<file path="src/rtl/imem_loader_pkg.sv">
// Shared definitions for the instruction-memory loader: FSM state encoding
// and the constants of the byte-stream frame format.
package imem_loader_pkg;

    localparam int BYTES_PER_WORD = 4;
    localparam int BYTE_CNT_W     = $clog2(BYTES_PER_WORD);
    localparam int LEN_W          = 16;

    typedef enum logic [2:0] {
        ST_IDLE   = 3'd0,
        ST_LEN_HI = 3'd1,
        ST_LEN_LO = 3'd2,
        ST_DATA   = 3'd3,
        ST_WRITE  = 3'd4,
        ST_CSUM   = 3'd5,
        ST_DONE   = 3'd6,
        ST_ERR    = 3'd7
    } state_e;

    // States in which a byte may be taken from the stream.
    function automatic logic is_receiving(input state_e s);
        return (s == ST_LEN_HI) || (s == ST_LEN_LO) || (s == ST_DATA) || (s == ST_CSUM);
    endfunction

endpackage

</file>
<file path="src/rtl/loader_word_asm.sv">
// Byte-to-word assembler for the loader: MSB-first shift register, byte
// position counter and running XOR checksum of every data byte.
module loader_word_asm
    import imem_loader_pkg::*;
(
    input  logic                  clk_i,
    input  logic                  rst_ni,
    input  logic                  clear_i,
    input  logic                  shift_i,
    input  logic                  xor_i,
    input  logic [7:0]            byte_i,
    output logic [31:0]           word_o,
    output logic [BYTE_CNT_W-1:0] byte_cnt_o,
    output logic [7:0]            csum_o
);

    logic [31:0]           word_q;
    logic [BYTE_CNT_W-1:0] byte_cnt_q;
    logic [7:0]            csum_q;

    // Clear wins over shift/xor so a restart always begins from a clean frame.
    always_ff @(posedge clk_i or negedge rst_ni) begin
        if (!rst_ni) begin
            word_q     <= '0;
            byte_cnt_q <= '0;
            csum_q     <= '0;
        end else if (clear_i) begin
            word_q     <= '0;
            byte_cnt_q <= '0;
            csum_q     <= '0;
        end else begin
            if (shift_i) begin
                word_q     <= {word_q[23:0], byte_i};
                byte_cnt_q <= byte_cnt_q + 1'b1;
            end
            if (xor_i) begin
                csum_q <= csum_q ^ byte_i;
            end
        end
    end

    assign word_o     = word_q;
    assign byte_cnt_o = byte_cnt_q;
    assign csum_o     = csum_q;

endmodule

</file>
<file path="src/rtl/imem_loader.sv">
// Loads a program image from a byte stream into insMem while holding the CPU
// in reset; the CPU is released only after the full image and a good checksum.
module imem_loader
    import imem_loader_pkg::*;
#(
    parameter int ADDR_WIDTH = 10,
    parameter int MAX_WORDS  = 2 ** ADDR_WIDTH
) (
    input  logic                  clk_i,
    input  logic                  rst_ni,
    input  logic                  start_i,
    input  logic                  in_valid_i,
    input  logic [7:0]            in_data_i,
    output logic                  in_ready_o,
    output logic                  im_we_o,
    output logic [ADDR_WIDTH-1:0] im_addr_o,
    output logic [31:0]           im_wdata_o,
    output logic                  cpu_rst_o,
    output logic                  busy_o,
    output logic                  done_o,
    output logic                  error_o
);

    state_e                state_q, state_d;
    logic [LEN_W-1:0]      len_q, len_d;
    logic [ADDR_WIDTH:0]   idx_q, idx_d;
    logic                  in_ready_q, im_we_q, cpu_rst_q, busy_q, done_q, error_q;

    logic                  accept;
    logic                  asm_clear, asm_shift, asm_xor;
    logic [31:0]           asm_word;
    logic [BYTE_CNT_W-1:0] asm_byte_cnt;
    logic [7:0]            asm_csum;
    logic [LEN_W-1:0]      len_full;

    loader_word_asm u_word_asm (
        .clk_i      (clk_i),
        .rst_ni     (rst_ni),
        .clear_i    (asm_clear),
        .shift_i    (asm_shift),
        .xor_i      (asm_xor),
        .byte_i     (in_data_i),
        .word_o     (asm_word),
        .byte_cnt_o (asm_byte_cnt),
        .csum_o     (asm_csum)
    );

    assign accept   = in_valid_i & in_ready_q;
    assign len_full = {len_q[LEN_W-1:8], in_data_i};

    always_comb begin
        state_d   = state_q;
        len_d     = len_q;
        idx_d     = idx_q;
        asm_clear = 1'b0;
        asm_shift = 1'b0;
        asm_xor   = 1'b0;
        unique case (state_q)
            ST_IDLE, ST_DONE, ST_ERR: begin
                if (start_i) begin
                    state_d   = ST_LEN_HI;
                    len_d     = '0;
                    idx_d     = '0;
                    asm_clear = 1'b1;
                end
            end
            ST_LEN_HI: begin
                if (accept) begin
                    len_d   = {in_data_i, len_q[7:0]};
                    state_d = ST_LEN_LO;
                end
            end
            ST_LEN_LO: begin
                if (accept) begin
                    len_d = len_full;
                    if (len_full == '0) begin
                        state_d = ST_CSUM;
                    end else if (32'(len_full) > MAX_WORDS) begin
                        state_d = ST_ERR;
                    end else begin
                        state_d = ST_DATA;
                    end
                end
            end
            ST_DATA: begin
                if (accept) begin
                    asm_shift = 1'b1;
                    asm_xor   = 1'b1;
                    if (asm_byte_cnt == BYTE_CNT_W'(BYTES_PER_WORD - 1)) begin
                        state_d = ST_WRITE;
                    end
                end
            end
            ST_WRITE: begin
                // Index is one bit wider than the address so N == MAX_WORDS ends cleanly.
                if (32'(idx_q) + 32'd1 < 32'(len_q)) begin
                    idx_d   = idx_q + 1'b1;
                    state_d = ST_DATA;
                end else begin
                    state_d = ST_CSUM;
                end
            end
            ST_CSUM: begin
                if (accept) begin
                    state_d = (in_data_i == asm_csum) ? ST_DONE : ST_ERR;
                end
            end
            default: state_d = ST_IDLE;
        endcase
    end

    always_ff @(posedge clk_i or negedge rst_ni) begin
        if (!rst_ni) begin
            state_q    <= ST_IDLE;
            len_q      <= '0;
            idx_q      <= '0;
            in_ready_q <= 1'b0;
            im_we_q    <= 1'b0;
            cpu_rst_q  <= 1'b1;
            busy_q     <= 1'b0;
            done_q     <= 1'b0;
            error_q    <= 1'b0;
        end else begin
            state_q    <= state_d;
            len_q      <= len_d;
            idx_q      <= idx_d;
            in_ready_q <= is_receiving(state_d);
            im_we_q    <= (state_d == ST_WRITE);
            cpu_rst_q  <= (state_d != ST_DONE);
            busy_q     <= is_receiving(state_d) || (state_d == ST_WRITE);
            done_q     <= (state_d == ST_DONE);
            error_q    <= (state_d == ST_ERR);
        end
    end

    assign in_ready_o = in_ready_q;
    assign im_we_o    = im_we_q;
    assign im_addr_o  = idx_q[ADDR_WIDTH-1:0];
    assign im_wdata_o = asm_word;
    assign cpu_rst_o  = cpu_rst_q;
    assign busy_o     = busy_q;
    assign done_o     = done_q;
    assign error_o    = error_q;

endmodule

</file>
<file path="config.mk">
export PLATFORM = sky130hd
export DESIGN_NAME = imem_loader
export DESIGN_NICKNAME = d
export VERILOG_FILES = /design/src/rtl/imem_loader_pkg.sv /design/src/rtl/loader_word_asm.sv /design/src/rtl/imem_loader.sv
export SDC_FILE = /design/constraint.sdc
export NUM_CORES = 1
export LEC_CHECK = 0
export CAP_MARGIN = 20
export CORE_MARGIN = 2
export CORE_UTILIZATION = 40
export DETAILED_ROUTE_END_ITERATION = 8
export GPL_TIMING_DRIVEN = 1
export MAX_ROUTING_LAYER = met4
export SETUP_SLACK_MARGIN = 0.4
export SYNTH_ARGS = -nofsm -noshare
export SYNTH_HDL_FRONTEND = slang
export SYNTH_SLANG_ARGS = --single-unit
</file>
<file path="constraint.sdc">
create_clock -name clk_i -period 4.7 [get_ports clk_i]
set_input_delay 0.47 -clock clk_i [delete_from_list [all_inputs] [get_ports clk_i]]
set_output_delay 0.47 -clock clk_i [all_outputs]
set_load 0.01 [all_outputs]
</file>
==> impl_metrics.yaml <==
die:
  die_area_sq_um: 10700
  start_util_pct: 41.0
  die_w_microns: 104
  core_area_sq_um: 9680
  num_rows: 36
  ioPinCount: 60
  die_h_microns: 104
final_layout:
  drive_above_1_share_pct: 6.93
  seq_area_sq_um: 1950
  fill_cells: 956
  antennaDiodeCount: 0
  layout.cells.non_filler: 609
  nets: 496
  final_area_sq_um: 4850
  multi_input_area_sq_um: 1790
  final_util_pct: 50.1
  area_growth_pct: 22.2
sta:
  setup_slack_ns: 1.52
  slew_violations: 0
  relSlewSlack_pct: 53.3
  worst_pin_slew_ns: 0.700
  fin_skew_ns: 0.00894
  setup_viol: 0
  finalCriticalPeriod_ns: 3.18
  fmax_ghz: 0.314
  fin_crit_sh_pct: 67.7
  rsz0062_at_grt: "no"
  final.setup.tns_ns: 0
  hold_violations: 0
logic_synthesis:
  synthCells: 426
  synth_most_common_cell: "nand2_1"
  synth_edf_count: 0
  synthTopCellsByCount: "nand2_1, dfrtp_1, a21oi_1"
  async_reset_ff_share_pct: 100
  syn_area_sq_um: 3970
  synthTopCellsByArea: "dfrtp_1, nand2_1, a21oi_1"
  syn-mean-instance-area_sq_um: 9.32
  ys.flop_type: "dfrtp_1"
  synth_nets: 451
  yosysUniqueCellTypes: 54
  yosys.area.top_type_share_pct: 48.5
  ys_warn_count: 0
  yosysTopAreaCell: "dfrtp_1"
  ys_seq_area_share_pct: 49.2
  synth-seq-cells: 78
placement:
  portBuffers: 59
  place_ws_ns: 1.56
  dpl.hpwl_microns: 5980
  dp_cells: 590
  gp_congestion: 0.770
  post_dp_cell_area_sq_um: 4580
cts:
  clk_latency_ns: 0.35
  clock-sinks: 78
  ctsResizeCount: 0
  cts.path.max_buffers: 2
  htreeDepth: 3
  clkSlewWorstSetupHoldPaths_ns: 0.09
  numCtsBuffers: 9
  cts_tree: "yes"
  cts_root_buf: "clkbuf_8"
critical_path:
  crit_buf_inv: 0
  slowest_stage: "dfrtp_1"
  crit_type: "flip-flop to flip-flop"
  worst_ep_required_time_ns: 4.94
  crit_family: "compound AO/OA/AOI/OAI gates"
  crit_path_max_fanout: 8
  worst_setup_path_end_kind: "flip-flop"
  crit_path_start_kind: "flip-flop"
  slowest_delay_ns: 0.47
  arrival_ns: 3.42
  worstPathCellList: "ha_1, nand3_1, nor2_1, xor2_1, ha_1, and3_1, a221oi_1, o211a_1, nor2_1, o32a_2, and2_1"
power_and_ir_drop:
  p_per_area_nw_per_um2: 547
  p_leak_nw: 2.13
  ir_drop_mv: 0.213
global_route:
  grt_max_degree: 79
  grt_usage_pct: 16.7
  grt_pass1_vias: 2904
  grt_antenna_before_repair: 0
  grt_overflow: 0
  grt_first_pass_wirelength_microns: 14400
drt:
  wl_per_cell_microns: 14.2
  antenna_left: 0
  drtIter0Drc: 136
  drcViolationCount: 0
  vias_per_cell: 5.04
  totalWireLength_microns: 8630
  firstDrtPassIters: 4
  vias: 3069
min_path:
  hold_class: "flip-flop to flip-flop"
job:
  drv_cap: 0
outcome:
  status: "finished, final reports clean"
registers in the layout (all words and copies together), names as in the netlist:
signal and cells:
u_word_asm.word_o 32, done_o 1, u_word_asm.csum_o 8, state_q 3, u_word_asm.byte_cnt_o 2, error_o 1, len_q 16, im_we_o 1
idx_q 11, in_ready_o 1, busy_o 1, cpu_rst_o 1
report_power, final:
part           leakage [nW]  total (mW)  internal, mW  switching [mW]
clock network         0.102       0.517         0.253           0.264
logic                 0.992        1.08         0.516           0.565
registers              1.03        1.05         0.881           0.172
through the flow:
step	power [mW]	hold WS (ns)
final	2.65	0.504
after global routing	2.84	0.530
after CTS	2.66	0.326
after detailed placement	2.13	0.489
after global placement	2.11	0.489
after floorplan	1.74	0.174
cells in the final DEF (no fill, tap or decap), types with 2 or more instances in the layout:
| cell type | netlist | routed |
|---|---|---|
| a211o_1 | 3 | 3 |
| a21oi_1 | 38 | 38 |
| a22o_1 | 7 | 7 |
| a31oi_1 | 3 | 3 |
| and2_1 | 2 | 2 |
| and3_1 | 4 | 4 |
| buf_16 | 0 | 2 |
| buf_4 | 10 | 4 |
| clkbuf_8 | 0 | 9 |
| clkdlybuf4s50_1 | 0 | 58 |
| dfrtp_1 | 77 | 77 |
| ha_1 | 13 | 13 |
| inv_1 | 17 | 17 |
| inv_6 | 0 | 2 |
| mux2i_1 | 2 | 2 |
| nand2_1 | 84 | 84 |
| nand2b_1 | 11 | 11 |
| nand3_1 | 19 | 19 |
| nand3b_1 | 2 | 2 |
| nor2_1 | 21 | 21 |
| nor2b_1 | 3 | 2 |
| nor3_1 | 4 | 4 |
| nor4_1 | 3 | 3 |
| o211a_1 | 2 | 2 |
| o211ai_1 | 2 | 2 |
| o21ai_0 | 9 | 9 |
| o21ai_1 | 13 | 13 |
| o31ai_1 | 5 | 5 |
| o41ai_1 | 2 | 2 |
| xnor2_1 | 8 | 8 |
| xor2_1 | 19 | 19 |
final cells by class:
| type | instances | area share, % |
|---|---|---|
| clock inverters | 7 | 1.65 |
| clock buffers | 9 | 2.55 |
| inverters | 17 | 1.32 |
| well taps | 133 | 3.43 |
| multi-input cells | 300 | 36.8 |
| repair buffers | 65 | 13.9 |
| flip-flops and latches | 78 | 40.3 |
logic make-up (layout without fill, tap and decap cells):
group / after synthesis / count (layout) / synth area share [%]
XOR/XNOR: 27 / 27 / 5.96
flip-flops: 78 / 78 / 49.2
adder cells (fa/ha/maj): 13 / 13 / 4.10
AO/OA/AOI/OAI: 94 / 94 / 14.7
AND/OR/NAND/NOR: 164 / 164 / 19.6
buffers and inverters: 48 / 98 / 5.86
multiplexers: 2 / 2 / 0.504
timing repair:
action / in CTS / in global routing
setup endpoints to repair: 0 / 0
buffers inserted: 0 / 0
hold buffers: 0 / 1
hold endpoints to repair: 0 / 12
metal layers:
metal	wire length (microns)	vias to the layer above	track usage (%)
li1	-	1532	-
met4	72	0	4.44
met1	4350	1476	23.4
met5	0	-	-
met3	331	6	3.65
met2	3880	55	24.6
final timing paths:
path	start	end	slack, ns	cells past startpoint
worst max-delay path	idx_q[0]	error_o	1.52	11
worst min-delay path	len_q[13]	len_q[13]	0.50	1
worst max register to register	idx_q[0]	error_o	1.52	11
worst min register to register	len_q[13]	len_q[13]	0.50	1
max in group asynchronous	rst_ni	u_word_asm.word_o[3]	3.59	3
min in group asynchronous	rst_ni	error_o	0.52	2
Note: power is estimated with default switching activity, not from simulation.
